<file path="src/rtl/gpo_led_driver.sv">
// gpo_led_driver: timed output stage between the GPO register bits and the
// board LED pads. Each channel gets a minimum-on pulse stretcher so short
// software pulses stay visible, and all channels share one free-running PWM
// counter that sets a fixed brightness.
//
// Optional feature macro: GPO_LED_STRETCH_EN
//   defined   - per-channel IDLE/ON/HOLD stretcher with a reload counter
//   undefined - active is gpo_q delayed one cycle (same latency, no stretch,
//               STRETCH_CYCLES only takes part in the parameter check)
//
// Latency: gpo_i change sampled into gpo_q, state/active one edge later,
// led_o registered one edge after that.

module gpo_led_driver #(
  parameter int unsigned NUM_CH         = 4,
  parameter int unsigned PWM_BITS       = 8,
  parameter int unsigned DUTY           = 64,
  parameter int unsigned STRETCH_CYCLES = 1000
) (
  input  logic              clk_i,
  input  logic              rst_i,
  input  logic [NUM_CH-1:0] gpo_i,
  input  logic              en_i,
  output logic [NUM_CH-1:0] led_o,
  output logic [NUM_CH-1:0] active_o
);

  // Compare is one bit wider than the counter so DUTY >= 2**PWM_BITS
  // means "always on while active".
  localparam int unsigned CMP_W = PWM_BITS + 1;
  localparam logic [CMP_W-1:0] DUTY_CMP = CMP_W'(DUTY);

  // A zero stretch would leave a channel unable to report any activity.
  if (STRETCH_CYCLES == 0) begin : g_stretch_check
    $error("gpo_led_driver: STRETCH_CYCLES must be at least 1");
  end

  logic [NUM_CH-1:0]   gpo_q;
  logic [NUM_CH-1:0]   active_c;
  logic [PWM_BITS-1:0] pwm_cnt_q;
  logic                pwm_on_c;
  logic [NUM_CH-1:0]   led_q;

  // Input register: one cycle of isolation from the GPO peripheral pins.
  always_ff @(posedge clk_i) begin
    if (rst_i) begin
      gpo_q <= '0;
    end else begin
      gpo_q <= gpo_i;
    end
  end

  // Shared PWM counter, parked at zero while LEDs are globally disabled.
  always_ff @(posedge clk_i) begin
    if (rst_i || !en_i) begin
      pwm_cnt_q <= '0;
    end else begin
      pwm_cnt_q <= pwm_cnt_q + PWM_BITS'(1);
    end
  end

  // On-phase of the PWM period.
  assign pwm_on_c = ({1'b0, pwm_cnt_q} < DUTY_CMP);

`ifdef GPO_LED_STRETCH_EN

  typedef enum logic [1:0] {
    ST_IDLE = 2'd0,
    ST_ON   = 2'd1,
    ST_HOLD = 2'd2
  } state_t;

  localparam int unsigned CNT_W = $clog2(STRETCH_CYCLES + 1);
  localparam logic [CNT_W-1:0] RELOAD = CNT_W'(STRETCH_CYCLES - 1);

  for (genvar ch = 0; ch < NUM_CH; ch++) begin : g_ch
    state_t           state_q;
    state_t           state_d;
    logic [CNT_W-1:0] cnt_q;
    logic [CNT_W-1:0] cnt_d;

    // Stretcher state register; reset aborts any stretch in progress.
    always_ff @(posedge clk_i) begin
      if (rst_i) begin
        state_q <= ST_IDLE;
        cnt_q   <= '0;
      end else begin
        state_q <= state_d;
        cnt_q   <= cnt_d;
      end
    end

    // Stretch counts from the rising edge; a re-rise in HOLD restarts it.
    always_comb begin
      state_d = state_q;
      cnt_d   = cnt_q;
      case (state_q)
        ST_IDLE: begin
          if (gpo_q[ch]) begin
            state_d = ST_ON;
            cnt_d   = RELOAD;
          end
        end
        ST_ON: begin
          if (gpo_q[ch]) begin
            if (cnt_q != '0) begin
              cnt_d = cnt_q - CNT_W'(1);
            end
          end else if (cnt_q == '0) begin
            state_d = ST_IDLE;
          end else begin
            state_d = ST_HOLD;
            cnt_d   = cnt_q - CNT_W'(1);
          end
        end
        ST_HOLD: begin
          if (gpo_q[ch]) begin
            state_d = ST_ON;
            cnt_d   = RELOAD;
          end else if (cnt_q == '0) begin
            state_d = ST_IDLE;
          end else begin
            cnt_d = cnt_q - CNT_W'(1);
          end
        end
        default: begin
          state_d = ST_IDLE;
          cnt_d   = '0;
        end
      endcase
    end

    assign active_c[ch] = (state_q != ST_IDLE);
  end

`else

  logic [NUM_CH-1:0] active_q;

  // Without stretching, active simply follows gpo_q one cycle later.
  always_ff @(posedge clk_i) begin
    if (rst_i) begin
      active_q <= '0;
    end else begin
      active_q <= gpo_q;
    end
  end

  assign active_c = active_q;

`endif

  // LED drive: active channels gated by the PWM phase and the global enable.
  always_ff @(posedge clk_i) begin
    if (rst_i) begin
      led_q <= '0;
    end else if (en_i) begin
      led_q <= active_c & {NUM_CH{pwm_on_c}};
    end else begin
      led_q <= '0;
    end
  end

  assign led_o    = led_q;
  assign active_o = active_c;

endmodule
</file>
<file path="config.mk">
export PLATFORM = sky130hd
export DESIGN_NAME = gpo_led_driver
export DESIGN_NICKNAME = d
export VERILOG_FILES = /design/src/rtl/gpo_led_driver.sv
export SDC_FILE = /design/constraint.sdc
export NUM_CORES = 1
export LEC_CHECK = 0
export CORE_UTILIZATION = 47
export CTS_CLUSTER_SIZE = 28
export DETAILED_ROUTE_END_ITERATION = 10
export GPL_TIMING_DRIVEN = 0
export MAX_ROUTING_LAYER = met4
export PLACE_DENSITY = 0.76
export SYNTH_ARGS = -nofsm -noshare
export SYNTH_HDL_FRONTEND = slang
export SYNTH_SLANG_ARGS = --single-unit
export TNS_END_PERCENT = 100
</file>
<file path="constraint.sdc">
create_clock -name clk_i -period 3.5 [get_ports clk_i]
set_input_delay 0.875 -clock clk_i [delete_from_list [all_inputs] [get_ports clk_i]]
set_output_delay 0.875 -clock clk_i [all_outputs]
set_load 0.01 [all_outputs]
</file>
==> impl_results.md, run 1 <==
* Power Dens Cells at between 500 and 600 nW/um^2
* I/O Buffers at 14
* Leading area contributor after synthesis: dfxtp_1
* Mapped Nets at approximately 70
* First-pass DRT Iterations at 6
* CTS Buffer Depth at 2
* Status: complete, no violations
* Core Area at 1190 sq um
* Final setup TNS at 0 ns
* Final Hold Fails at 0
* Crit start category: flip-flop
* Die Span Y at ~39 um
* Post-CTS Setup Bufs at 0
* Post-synth top area share at 0.620
* Clock latency at the later pin of the worst-skew pair at 0.29 ns
* Critical Path Max Stage Delay at about 0.54 ns
* Share of cells above drive strength 1 at 0.0897
* CTS tree: built
* Util after Layout at 0.722
* Die Area at approximately 1500 sq um
* RSZ-0062 raised after global routing: false
* Diode count at 0
* Yosys reg bits at 20
* Worst min path class: reg -> reg
* DP Area at approximately 800 sq um
* All-layer global routing usage at 0.158
* Total congestion overflow at 0
* CP cell instances: clkdlybuf4s50_1
* Clock Skew at 0.00418 ns
* Final antenna-violating net count at 0
* Register area at between 400 and 500 sq um
* Clock root buffer master: clkbuf_4
* # Max-Cap Violations at 0
* Top post-synthesis cells by area: dfxtp_1, nor2b_1, and2_1
* Power Total at between 400 and 500 uW
* Rows at 12
* CTS HTree Levels at 1
* Final Instance Area at 856 sq um
* Final setup margin at 1.45 ns
* I/O pins at 15
* Slew Viols, Final at 0
* First-pass GRT wire length at between 1.5 and 2 mm
* Pin count of the biggest net entering global routing at 13
* Area growth syn-to-layout at 32.6%
* Drt drc at 0
* Post-Synthesis Cells at 60
* Cts bufs inserted at 3
* Peak VDD IR at roughly 0.35 mV
* Filler cells at between 90 and 100
* CP top delay family: buffers and inverters
* Leak pwr at approximately 0.32 nW
* Area of the multi-input gates at roughly 240 sq um
* Post-layout min period at between 2 and 2.5 ns
* Worst Path Class, Setup: reg -> out
* Initial core utilization at 0.544
* Crit Path Max Fanout at 2
* Worst-margin pin slew at ~0.31 ns
* CTS Sinks at 20
* Final critical-path share of the clock period at 0.587
* Fmax at around 0.49 GHz
* Final count of negative-setup-slack endpoints at 0
* Cts repair resizes at 0
* Clk slew on worst S/H paths at between 0.1 and 0.15 ns
* Mapped Avg Cell Area at about 11 sq um
* Die Width at between 30 and 40 um
* Pre-CTS setup slack at 1.26 ns
* Initial antenna violation count at 0
* Cts hold-fix bufs at 0
* Via count at 443
* Vias in the first global route at about 400
* Initial drt markers at 8
* Normalized max-slew margin at 0.793
* Routability cong. at 0.734
* YS warnings at 0
* Buf/Inv on CP at 1
* Netlist cell types at 17
* Vias/cell at 4.82
* CP endpoint kind: output port
* Slowest stage cell, crit path: clkdlybuf4s50_1
* Arrival time of the worst setup path at 1.18 ns
* Sequential element share of the synthesized area at 0.620
* Final wirelength at 882 um
* DP Wirelength at approximately 630 um
* Final nets at 87
* CP Data Required Time at 2.62 ns
* DR WL/cell at 9.59 um
* Mapped Area at ~650 sq um
[kinds of logic (layout without fill, tap and decap cells)]
logic type / after synthesis / count (layout) / synth area share
adders and majority gates: 1 / 1 / 0.0194
and+or+nand+nor: 29 / 29 / 0.266
buffers and inverters: 1 / 19 / 0.00774
AOI/OAI and AO/OA: 6 / 6 / 0.0465
DFF: 20 / 20 / 0.620
xor gates and xnor gates: 3 / 3 / 0.0407
[cell usage after synthesis (all sizes together)]
library cell	n
a21oi	3
and2	5
buf	1
dfxtp	20
ha	1
nand2	2
nand2b	1
nand3	3
nand4	1
nor2	4
nor2b	9
nor3	1
o21ai	3
or3	3
xnor2	1
xor2	2
[cell type report]
type,instances,share of cell area
Buffer,1,0.00585
Clock buffer,3,0.0263
Clock inverter,1,0.0351
Tap cell,14,0.0205
Sequential cell,20,0.468
Multi-Input combinational cell,39,0.281
Timing Repair Buffer,14,0.164
[cells in the final DEF (no fill, tap or decap)]
cell type / count
or3_1: 3
nand2b_1: 1
nor2_1: 4
nand3_2: 1
clkbuf_4: 3
ha_1: 1
nand2_1: 2
xnor2_1: 1
xor2_1: 2
clkdlybuf4s50_1: 14
o21ai_0: 3
nor3_2: 1
buf_2: 1
nand3_1: 2
dfxtp_1: 20
nor2b_1: 9
nand4_1: 1
bufinv_16: 1
a21oi_1: 3
and2_1: 5
[per-layer routing]
layer | up-vias | track usage | wire length, um
met5 | - | - | 0
met4 | 0 | 0.129 | 8
li1 | 234 | - | -
met1 | 192 | 0.172 | 434
met2 | 15 | 0.246 | 402
met3 | 2 | 0.0347 | 35
[flip-flops by register name (all words and copies together) (netlist names)]
name and count:
led_o 4, active_o 4, pwm_cnt_q 8, gpo_q 4
[final timing paths]
check,startpoint,to,slack (ns),cells past startpoint
hold reg to reg,gpo_q[2],active_o[2],0.45,1
setup reg to reg,pwm_cnt_q[0],pwm_cnt_q[6],2.25,4
hold / removal,gpo_q[2],active_o[2],0.45,1
setup / recovery,active_o[3],active_o[3],1.45,1
[power breakdown]
group	leakage (nW)	internal [mW]	switching, mW
sequential	0.163	0.234	0.00226
clock	0.0279	0.116	0.0673
combinational	0.127	0.0143	0.00771
total	0.318	0.364	0.0773
[stage by stage]
step                std cells  hold slack (ns)
detailed placement         88            0.427
finish                     92            0.447
CTS                        92            0.453
global route               92            0.466
global placement           88            0.419
floorplan                  60            0.414
Note: power is estimated with default switching activity, not from simulation.
==> inputs of run 2 (changes only) <==
--- a/config.mk
+++ b/config.mk
@@ -5,12 +5,12 @@
 export SDC_FILE = /design/constraint.sdc
 export NUM_CORES = 1
 export LEC_CHECK = 0
-export CORE_UTILIZATION = 47
+export CORE_UTILIZATION = 45
 export CTS_CLUSTER_SIZE = 28
 export DETAILED_ROUTE_END_ITERATION = 10
 export GPL_TIMING_DRIVEN = 0
 export MAX_ROUTING_LAYER = met4
-export PLACE_DENSITY = 0.76
+export PLACE_DENSITY = 0.73
 export SYNTH_ARGS = -nofsm -noshare
 export SYNTH_HDL_FRONTEND = slang
 export SYNTH_SLANG_ARGS = --single-unit
==> constraint.sdc (replaced) <==
create_clock -name clk_i -period 1.9 [get_ports clk_i]
set_input_delay 0.475 -clock clk_i [delete_from_list [all_inputs] [get_ports clk_i]]
set_output_delay 0.475 -clock clk_i [all_outputs]
set_load 0.01 [all_outputs]
==> run 2 against run 1 <==
  * Register-to-register slack got worse by 1.6 ns
  * Routed wire length decreased by 4.3%
  * Cell count increased by 1.1%
  * Count of clock-buffer cells in the layout unchanged
  * Clock skew increased by 0.00063 ns
  * Sequential share of layout area decreased by 0.068 points
  * Combinational power increased by 82%
  * Clock power increased by 84%
==> impl_results.md, run 2 (synthesis results as in run 1) <==
* Max reg flops at 8
* Fin cells at 93
* First-pass GRT wire length at approximately 1.3 mm
* CP endpoint kind: output port
* Initial drt markers at 0
* Initial antenna violation count at 0
* Rows at 13
* CTS Buffer Depth at 2
* Arrival time of the worst setup path at between 1 and 1.5 ns
* CP cell instances: clkdlybuf4s50_1
* Pre-CTS setup slack at 0.0828 ns
* I/O Buffers at 14
* All-layer global routing usage at 0.134
* Clock latency at the later pin of the worst-skew pair at between 0.2 and 0.3 ns
* Slew Viols, Final at 0
* CP top delay family: buffers and inverters
* Util after Layout at 0.651
* Initial core utilization at 0.490
* Power Total at roughly 800 uW
* Die Area at between 1500 and 2000 sq um
* Cts repair resizes at 0
* Crit Path Max Fanout at 2
* Final wirelength at 844 um
* Cts bufs inserted at 3
* Post-layout min period at 1.64 ns
* Hold path depth at 1
* Vias in the first global route at between 300 and 400
* FF-to-FF Start: pwm_cnt_q[0]
* Reg2Reg Setup Slack at between 0.6 and 0.7 ns
* Post-CTS Setup Bufs at 0
* Drt drc at 0
* # Max-Cap Violations at 0
* Reg-to-reg endpoint: pwm_cnt_q[6]
* Normalized max-slew margin at 0.793
* Worst hold start: gpo_q[3]
* Hold EP: active_o[3]
* Area growth syn-to-layout at 32.8%
* Status: complete, no violations
* CTS tree: built
* Power Dens Cells at 947 nW/um^2
* CTS Sinks at 20
* Leak pwr at 0.318 nW
* Cts hold-fix bufs at 0
* I/O pins at 15
* Crit start category: flip-flop
* Fmax at about 0.61 GHz
* Via count at about 420
* Clock Skew at ~0.0048 ns
* CP Data Required Time at 1.42 ns
* Share of cells above drive strength 1 at 0.0897
* Most common library cell in the layout ignoring fill and taps: dfxtp_1
* Total congestion overflow at 0
* Clock root buffer master: clkbuf_4
* Core Area at ~1300 sq um
* Final setup margin at 0.260 ns
* Final nets at 87
* Final count of negative-setup-slack endpoints at 0
* Pin count of the biggest net entering global routing at 13
* Buf/Inv on CP at 1
* Slowest stage cell, crit path: clkdlybuf4s50_1
* DP Wirelength at between 600 and 700 um
* Die Span Y at 39.9 um
* Critical Path Max Stage Delay at between 0.5 and 0.6 ns
* Post-Place Cells at between 80 and 90
* Final Hold Fails at 0
* Diode count at 0
* Worst-case reg-to-reg path depth at 4
* Worst Path Class, Setup: reg -> out
* First-pass DRT Iterations at 1
* Peak VDD IR at roughly 0.50 mV
* RSZ-0062 raised after global routing: false
* Die Width at ~40 um
* Final critical-path share of the clock period at 0.863
* Final antenna-violating net count at 0
* Routability cong. at between 0.7 and 0.8
* Clk slew on worst S/H paths at 0.11 ns
* Worst-margin pin slew at around 0.31 ns
* CTS HTree Levels at 1
* Worst min path class: reg -> reg
* Vias/cell at 4.51
* Commonest non-fill, non-tap cells in the layout: dfxtp_1, clkdlybuf4s50_1, nor2b_1, and2_1, nor2_1
* Most flops, register: pwm_cnt_q
* Final setup TNS at 0 ns
* DR WL/cell at around 9.1 um
run 2: cell counts in the layout (fill, tap and decap cells not counted):
No cell type changed its count.
run 2: final cells by class:
cell class | instances | area (sq um)
fill | 120 | 460
sequential | 20 | 400
multi-input combinational | 39 | 240
timing repair buffer | 14 | 140
clock inverter | 1 | 30.0
clock buffer | 3 | 22.5
tap | 15 | 18.8
buffer | 1 | 5.00
run 2: where the power goes:
part           switching [mW]  internal (mW)
combinational          0.0139         0.0263
sequential            0.00392          0.430
clock                   0.124          0.213
run 2: worst register-to-register path: stages, from the launching register on:
cell	delay, ns
dfxtp_1	0.38
ha_1	0.22
nand2_1	0.08
or3_1	0.34
a21oi_1	0.13
run 2: worst max-delay path by stage:
stage / startpoint / end / depth (start not counted)
after floorplan: pwm_cnt_q[0] / pwm_cnt_q[6] / 4
after global placement: rst_i / led_o[3] / 5
after detailed placement: rst_i / led_o[3] / 5
after CTS: active_o[2] / active_o[2] / 1
after global routing: active_o[2] / active_o[2] / 1
final: active_o[2] / active_o[2] / 1
run 2: layer usage:
layer,vias up,GRT usage,share of wire
met2,7,0.173,0.44
met5,-,-,0
li1,235,-,-
met3,2,0.0341,0.034
met1,175,0.174,0.50
met4,0,0.103,0.018
run 2: stage by stage:
stage          cell area, sq um  hold WS [ns]
5_1_grt                     857         0.476
2_1_floorplan               646         0.414
4_1_cts                     857         0.450
3_5_place_dp                805         0.423
3_3_place_gp                805         0.420
6_report                    857         0.448
